===== config.mk =====
export PLATFORM = sky130hd
export DESIGN_NAME = div_param
export DESIGN_NICKNAME = d
export VERILOG_FILES = /design/src/rtl/div_param.sv
export SDC_FILE = /design/constraint.sdc
export NUM_CORES = 1
export LEC_CHECK = 0
export ABC_AREA = 1
export CORE_ASPECT_RATIO = 0.5
export CORE_MARGIN = 10
export CORE_UTILIZATION = 33
export CTS_CLUSTER_DIAMETER = 50
export DETAILED_ROUTE_END_ITERATION = 12
export SYNTH_ARGS = -nofsm -noshare
export SYNTH_HDL_FRONTEND = slang
export SYNTH_SLANG_ARGS = --single-unit

===== constraint.sdc =====
create_clock -name clk -period 6.6 [get_ports clk]
set_input_delay 0.99 -clock clk [delete_from_list [all_inputs] [get_ports clk]]
set_output_delay 0.99 -clock clk [all_outputs]
set_load 0.02 [all_outputs]

===== src/rtl/div_param.sv =====
// Iterative RV32M divider (DIV/DIVU/REM/REMU) using restoring division that
// retires BITS_PER_CYCLE quotient bits per cycle; all outputs are registered.
module div_param #(
    parameter int WIDTH          = 32,
    parameter int BITS_PER_CYCLE = 1,
    parameter int REG_ADDR_W     = 5
) (
    input  logic                  clk,
    input  logic                  rst,
    input  logic [WIDTH-1:0]      dividend_i,
    input  logic [WIDTH-1:0]      divisor_i,
    input  logic                  start_i,
    input  logic [2:0]            op_i,
    input  logic [REG_ADDR_W-1:0] reg_waddr_i,
    output logic [WIDTH-1:0]      result_o,
    output logic                  ready_o,
    output logic                  busy_o,
    output logic [REG_ADDR_W-1:0] reg_waddr_o
);

    localparam int N     = WIDTH / BITS_PER_CYCLE;
    localparam int CNT_W = $clog2(N + 1);
    localparam logic [WIDTH-1:0] MIN_INT = {1'b1, {(WIDTH-1){1'b0}}};

    typedef enum logic [3:0] {
        S_IDLE  = 4'b0001,
        S_START = 4'b0010,
        S_CALC  = 4'b0100,
        S_END   = 4'b1000
    } state_t;

    state_t state_q, state_d;

    logic [WIDTH-1:0]      dvd_q, dvd_d;
    logic [WIDTH-1:0]      dsr_q, dsr_d;
    logic [WIDTH-1:0]      quot_q, quot_d;
    logic [WIDTH-1:0]      rem_q, rem_d;
    logic [2:0]            op_q, op_d;
    logic                  neg_q, neg_d;
    logic [CNT_W-1:0]      cnt_q, cnt_d;
    logic [WIDTH-1:0]      result_d;
    logic                  ready_d, busy_d;
    logic [REG_ADDR_W-1:0] waddr_d;

    logic [WIDTH:0]        trial;
    logic [WIDTH-1:0]      calc_rem, calc_dvd, calc_quot, sel;
    logic                  is_signed, is_rem, dvd_neg, dsr_neg;

    // Signed only for the divide group's DIV/REM encodings
    assign is_signed = op_q[2] & ~op_q[0];
    assign is_rem    = op_q[1];
    assign dvd_neg   = is_signed & dvd_q[WIDTH-1];
    assign dsr_neg   = is_signed & dsr_q[WIDTH-1];
    assign sel       = is_rem ? rem_q : quot_q;

    // The dividend register doubles as the bit source, shifted out MSB first
    always_comb begin
        calc_rem  = rem_q;
        calc_dvd  = dvd_q;
        calc_quot = quot_q;
        trial     = '0;
        for (int i = 0; i < BITS_PER_CYCLE; i++) begin
            trial    = {calc_rem, calc_dvd[WIDTH-1]};
            calc_dvd = calc_dvd << 1;
            if (trial >= {1'b0, dsr_q}) begin
                calc_rem  = trial[WIDTH-1:0] - dsr_q;
                calc_quot = {calc_quot[WIDTH-2:0], 1'b1};
            end else begin
                calc_rem  = trial[WIDTH-1:0];
                calc_quot = {calc_quot[WIDTH-2:0], 1'b0};
            end
        end
    end

    always_comb begin
        state_d  = state_q;
        dvd_d    = dvd_q;
        dsr_d    = dsr_q;
        quot_d   = quot_q;
        rem_d    = rem_q;
        op_d     = op_q;
        neg_d    = neg_q;
        cnt_d    = cnt_q;
        result_d = '0;
        ready_d  = 1'b0;
        busy_d   = 1'b0;
        waddr_d  = reg_waddr_o;

        case (state_q)
            S_IDLE: begin
                if (start_i) begin
                    dvd_d   = dividend_i;
                    dsr_d   = divisor_i;
                    op_d    = op_i;
                    waddr_d = reg_waddr_i;
                    busy_d  = 1'b1;
                    state_d = S_START;
                end
            end
            S_START: begin
                if (!start_i) begin
                    waddr_d = '0;
                    state_d = S_IDLE;
                end else if (dsr_q == '0) begin
                    result_d = is_rem ? dvd_q : '1;
                    ready_d  = 1'b1;
                    state_d  = S_IDLE;
                end else if (is_signed && dvd_q == MIN_INT && dsr_q == '1) begin
                    result_d = is_rem ? '0 : dvd_q;
                    ready_d  = 1'b1;
                    state_d  = S_IDLE;
                end else begin
                    dvd_d   = dvd_neg ? -dvd_q : dvd_q;
                    dsr_d   = dsr_neg ? -dsr_q : dsr_q;
                    neg_d   = is_rem ? dvd_neg : (dvd_neg ^ dsr_neg);
                    quot_d  = '0;
                    rem_d   = '0;
                    cnt_d   = CNT_W'(N);
                    busy_d  = 1'b1;
                    state_d = S_CALC;
                end
            end
            S_CALC: begin
                if (!start_i) begin
                    waddr_d = '0;
                    state_d = S_IDLE;
                end else begin
                    dvd_d  = calc_dvd;
                    quot_d = calc_quot;
                    rem_d  = calc_rem;
                    cnt_d  = cnt_q - CNT_W'(1);
                    busy_d = 1'b1;
                    if (cnt_q == CNT_W'(1)) begin
                        state_d = S_END;
                    end
                end
            end
            S_END: begin
                if (!start_i) begin
                    waddr_d = '0;
                end else begin
                    result_d = neg_q ? -sel : sel;
                    ready_d  = 1'b1;
                end
                state_d = S_IDLE;
            end
            default: begin
                waddr_d = '0;
                state_d = S_IDLE;
            end
        endcase
    end

    always_ff @(posedge clk) begin
        if (!rst) begin
            state_q     <= S_IDLE;
            dvd_q       <= '0;
            dsr_q       <= '0;
            quot_q      <= '0;
            rem_q       <= '0;
            op_q        <= '0;
            neg_q       <= 1'b0;
            cnt_q       <= '0;
            result_o    <= '0;
            ready_o     <= 1'b0;
            busy_o      <= 1'b0;
            reg_waddr_o <= '0;
        end else begin
            state_q     <= state_d;
            dvd_q       <= dvd_d;
            dsr_q       <= dsr_d;
            quot_q      <= quot_d;
            rem_q       <= rem_d;
            op_q        <= op_d;
            neg_q       <= neg_d;
            cnt_q       <= cnt_d;
            result_o    <= result_d;
            ready_o     <= ready_d;
            busy_o      <= busy_d;
            reg_waddr_o <= waddr_d;
        end
    end

endmodule


; Yosys cells after proc, flatten, opt, wreduce, memory -nomap -nowiden
; Index checks and enable logic that the tools add are counted.
[totals]
in_bits = 75
out_inout_bits = 39
wordCells = 112
ff_bits = 181
[classes]
n_bitwise = 7
n_reduce_logical = 15
magnitude_cmp = 1
mux = 56
addsub = 5
eq_ne = 16
[op_table]
columns = cell, count
row1 = 32-bit 2-to-1 mux, 25
row2 = 32-bit case mux with 2 select lines, 4
row3 = 32-bit negator, 3
row4 = 32-bit case mux with 3 select lines, 1
row5 = 32-bit equality test (second input constant), 2
row6 = 33-bit by 32-bit >= comparator with 1-bit output, 1
row7 = 32-bit zero test, 1
row8 = 32-bit subtractor, 1
row9 = 6-bit 2-to-1 mux, 4
row10 = 2-bit inequality test (second input constant), 8
row11 = 4-bit 2-to-1 mux, 3
row12 = 4-bit case mux with 3 select lines, 1
row13 = 6-bit case mux with 2 select lines, 1
row14 = 5-bit 2-to-1 mux, 2
row15 = 5-bit case mux with 2 select lines, 1
row16 = 1-bit 2-to-1 mux, 9
row17 = 3-bit 2-to-1 mux, 3
row18 = 7-bit AND reduction, 1
row19 = 6-bit by 1-bit equality test with 1-bit output (second input constant), 1
row20 = 2-bit AND reduction, 3
row21 = 6-bit AND reduction, 1
row22 = 6-bit by 1-bit subtractor with 6-bit output (second input constant), 1
row23 = 5-bit AND reduction, 1
row24 = 4-bit by 1-bit equality test with 1-bit output (second input constant), 1
row25 = 14 further kinds, 21

; Depth between registers and ports, before layout
[logic_depth]
word_depth = 8
ltp_mapped = 17
ltp_nobuf = 16

; Worst setup path after synthesis
; No wires, ideal clock.
[synth_path]
kind = input -> register
startpoint = input start_i
endpoint = register rem_q[16]
required_time_ns = 6.530
n_path_buf = 3
setup_time_ns = 0.070
slack_ns = 4.293
path_stages = 7
t_arrival_ns = 2.237
path_cell_list = clkbuf_1 inv_1 nor2_1 buf_2 buf_1 nand3_1 a21oi_1
[synth_via]
elab_chain_cells = 2
elab_cells_between_ends = 3
cone_classes = eq/ne (2) / reduce/logical (1)
[synth_lines]
columns = element, line_no
row1 = "start, declared", 12  ; input logic start_i,
row2 = 2-bit inequality test (no line), -
row3 = 5-bit AND reduction (no line) *, -
row4 = "end signal, assigned", 173  ; rem_q <= rem_d;
row5 = "end, declared", 37  ; logic [WIDTH-1:0] rem_q, rem_d;
; Every way passes the cells marked *; elsewhere a longest branch is shown, timed or not.
; A chain may end at the register's enable or synchronous reset.

; Worst setup path in the final report
[layout_path]
startpoint = register dsr_q[1]
endpoint = register dvd_q[27]
[layout_via]
elab_chain_cells = 4
elab_cells_between_ends = 6
cone_classes = eq/ne (3) / reduce/logical (3)
[layout_lines]
columns = element, line_no
row1 = "start, declared", 35  ; logic [WIDTH-1:0] dsr_q, dsr_d;
row2 = "start signal, assigned", 171  ; dsr_q <= dsr_d;
row3 = 32-bit equality test, 108  ; end else if (is_signed && dvd_q == MIN_INT && dsr_q == '1) begin
row4 = 1-bit logical AND, 108
row5 = 2-bit inequality test (no line), -
row6 = 7-bit AND reduction (no line) *, -
row7 = "end signal, assigned", 170  ; dvd_q <= dvd_d;
row8 = "end, declared", 34  ; logic [WIDTH-1:0] dvd_q, dvd_d;
; Marks and branches as above.

==> flow_summary.toml <==
[final_layout]
antennaDiodeCount = 0
drive_above_1_share_pct = 3.969
syn_to_final_growth_pct = 14.79
fillers = 4694
finalInstanceArea_um2 = 16320
nets = 2646
postLayoutCoreUtil_pct = 38.62

[route]
totalWireLength_mm = 54.06
via_count = 15872
drtIter0Drc = 1681
first_pass_iters = 6
drc = 0
routed_via_density = 5.084
ant_nets = 0
wl_per_cell_um = 17.32

[synthesis]
yosys_warnings = 0
synth_cell_type_count = 50
syn_nets = 2599
netlist_instances = 2485
synthesis.area_um2 = 14210
ys_ff_latch = 181
yosysSeqAreaShare_pct = 25.49
syn_avg_cell_area_um2 = 5.720

[worst_setup_path]
critPathCaptureType = "flop"
path_max_fanout = 57
regToRegSetupSlack_ps = 3070
crit_type = "reg -> reg"
crit_arrival_ps = 3880
critPathRequiredTime_ps = 6950
startpoint_type = "flop"

[sta]
setup_viol = 0
tns_ps = 0
fmax_mhz = 283.3
tightest_slew_ps = 1168
fin_crit_sh_pct = 53.49
slew_headroom_pct = 22.06
skew_ps = 19.87
grt_setup_unrepaired = "false"
post-route-min-period_ps = 3530
hold_viol = 0
drv_slew = 0

[clocking]
cts.path.max_buffers = 2
post-cts-setup-buffers = 0
ctsResizeCount = 0
htree_num_levels = 4
numCtsBuffers = 17
cts_tree = "done"
clock-sinks = 181
cts_hold_buf = 0
clock_latency_ps = 470
cts-root-buf = "clkbuf_16"
clk_transition_reported_paths_ps = 80

[place]
place_area_um2 = 15710
port_buffers = 113
globalplace.congestion = 0.9611
place_hpwl_mm = 41.64

[die]
dieArea_um2 = 52280
rows = 53
pin_count = 114
die_x_um = 313.5
start_util_pct = 33.65
core_um2 = 42240
die_h_um = 166.8

[grt]
grt_max_degree = 83
grt_antenna_before_repair = 0
grtUsageTotal_pct = 20.07
grt_overflow_total = 0
grt_pass1_wl_mm = 83.86
grt_pass1_vias = 14495

[power_and_ir_drop]
ir_drop_uv = 172.4
leakage_nw = 7.529
power.density_nw_per_um2 = 194.3

[run]
maxCapViolations = 0

[min_path]
hold_class = "reg -> reg"

[run_status]
status = "complete, no violations"
kinds of logic after synthesis:
kind of cell / count (synthesis) / share of synthesized area (%)
AOI/OAI and AO/OA: 314 / 12.68
DFF: 181 / 25.49
adders and majority gates: 39 / 3.486
buffers and inverters: 399 / 11.33
and+or+nand+nor: 1526 / 45.41
xor gates and xnor gates: 26 / 1.602
worst max-delay path, stage by stage (launching register included):
cell and delay [ps]:
dfxtp_1 520, inv_1 210, ha_1 280, nand2_1 100
nor2_2 50, inv_1 90, nor2_1 60, nand2_1 140
nor2_2 60, buf_4 230, o21ai_2 270, nand3_2 940
nor2_1 370, nor2_1 60
state kept, by name (all words and copies together), names as in the netlist:
name	count
op_q	3
state_q	4
dsr_q	32
busy_o	1
rem_q	32
quot_q	32
reg_waddr_o	5
result_o	32
dvd_q	32
neg_q	1
ready_o	1
cnt_q	6
power breakdown:
part           internal, mW  leakage, nW  switching (mW)
clock network         0.582        0.288           0.518
logic                 0.267         5.77           0.584
registers              1.14         1.48          0.0799
cells in the mapped netlist (all sizes together):
master | n | area (um^2)
a211oi | 1 | 7.510
a21o | 1 | 7.510
a21oi | 152 | 760.7
a221oi | 1 | 8.760
a22oi | 1 | 7.510
a31o | 2 | 17.52
and2 | 7 | 43.79
and3 | 1 | 6.260
buf | 49 | 296.5
clkbuf | 50 | 187.7
dfxtp | 181 | 3623
fa | 1 | 20.02
ha | 38 | 475.5
inv | 300 | 1126
nand2 | 868 | 3286
nand3 | 221 | 1144
nand3b | 21 | 157.7
nand4 | 50 | 312.8
nor2 | 321 | 1266
nor2b | 1 | 6.260
nor3 | 25 | 162.7
nor3b | 1 | 7.510
nor4 | 5 | 31.28
o2111ai | 28 | 245.2
o211ai | 16 | 120.1
o21a | 1 | 7.510
o21ai | 92 | 464.2
o21bai | 9 | 67.56
o22ai | 1 | 6.260
o31ai | 9 | 81.33
or2 | 5 | 31.28
xnor2 | 15 | 131.4
xor2 | 11 | 96.34
through the flow:
step | hold WS, ps | cells | setup WS, ps | total power [mW]
global placement | 442.0 | 3090 | 2992 | 2.073
global route | 478.7 | 3122 | 2740 | 3.334
CTS | 467.3 | 3122 | 3119 | 3.167
detailed placement | 454.8 | 3090 | 2918 | 2.076
finish | 465.6 | 3122 | 3070 | 3.170
floorplan | 430.5 | 2485 | 4293 | 1.808
cells in the final DEF (no fill, tap or decap), drive strengths merged, types with 7 or more instances in the layout:
cell | netlist | layout
a21oi | 152 | 152
and2 | 7 | 7
buf | 49 | 15
clkbuf | 50 | 19
clkdlybuf4s50 | 0 | 112
dfxtp | 181 | 181
ha | 38 | 38
inv | 300 | 304
nand2 | 868 | 868
nand3 | 221 | 221
nand3b | 21 | 21
nand4 | 50 | 50
nor2 | 321 | 321
nor3 | 25 | 25
o2111ai | 28 | 28
o211ai | 16 | 16
o21ai | 92 | 92
o21bai | 9 | 9
o31ai | 9 | 9
xnor2 | 15 | 15
xor2 | 11 | 11
area by class of cell:
class,instances,area [um^2],share of cell area [%]
repair buffers,127,1231,7.546
inverters,300,1126,6.902
well taps,577,721.9,4.425
clock inverters,13,167.7,1.028
flip-flops and latches,181,3625,22.22
clock buffers,19,442.9,2.715
multi-input cells,1905,9001,55.17
final timing paths:
kind              cells past startpoint                        start                     endpoint
setup / recovery                     13        dsr_q[1]$_SDFFE_PN0P_       dvd_q[27]$_SDFFE_PN0P_
hold / removal                        2  reg_waddr_o[3]$_SDFFE_PN0P_  reg_waddr_o[3]$_SDFFE_PN0P_
setup reg to reg                     13        dsr_q[1]$_SDFFE_PN0P_       dvd_q[27]$_SDFFE_PN0P_
hold reg to reg                       2  reg_waddr_o[3]$_SDFFE_PN0P_  reg_waddr_o[3]$_SDFFE_PN0P_
per-layer routing:
layer	vias to the layer above	part of all wire (%)	GRT usage, %	wire length, um
met1	7274	47	28.27	25520
met4	0	2.2	5.734	1209
met3	55	6.2	2.620	3346
li1	8058	-	-	-
met2	485	44	31.48	23980
met5	-	0	0	0
Note: power is estimated with default switching activity, not from simulation.
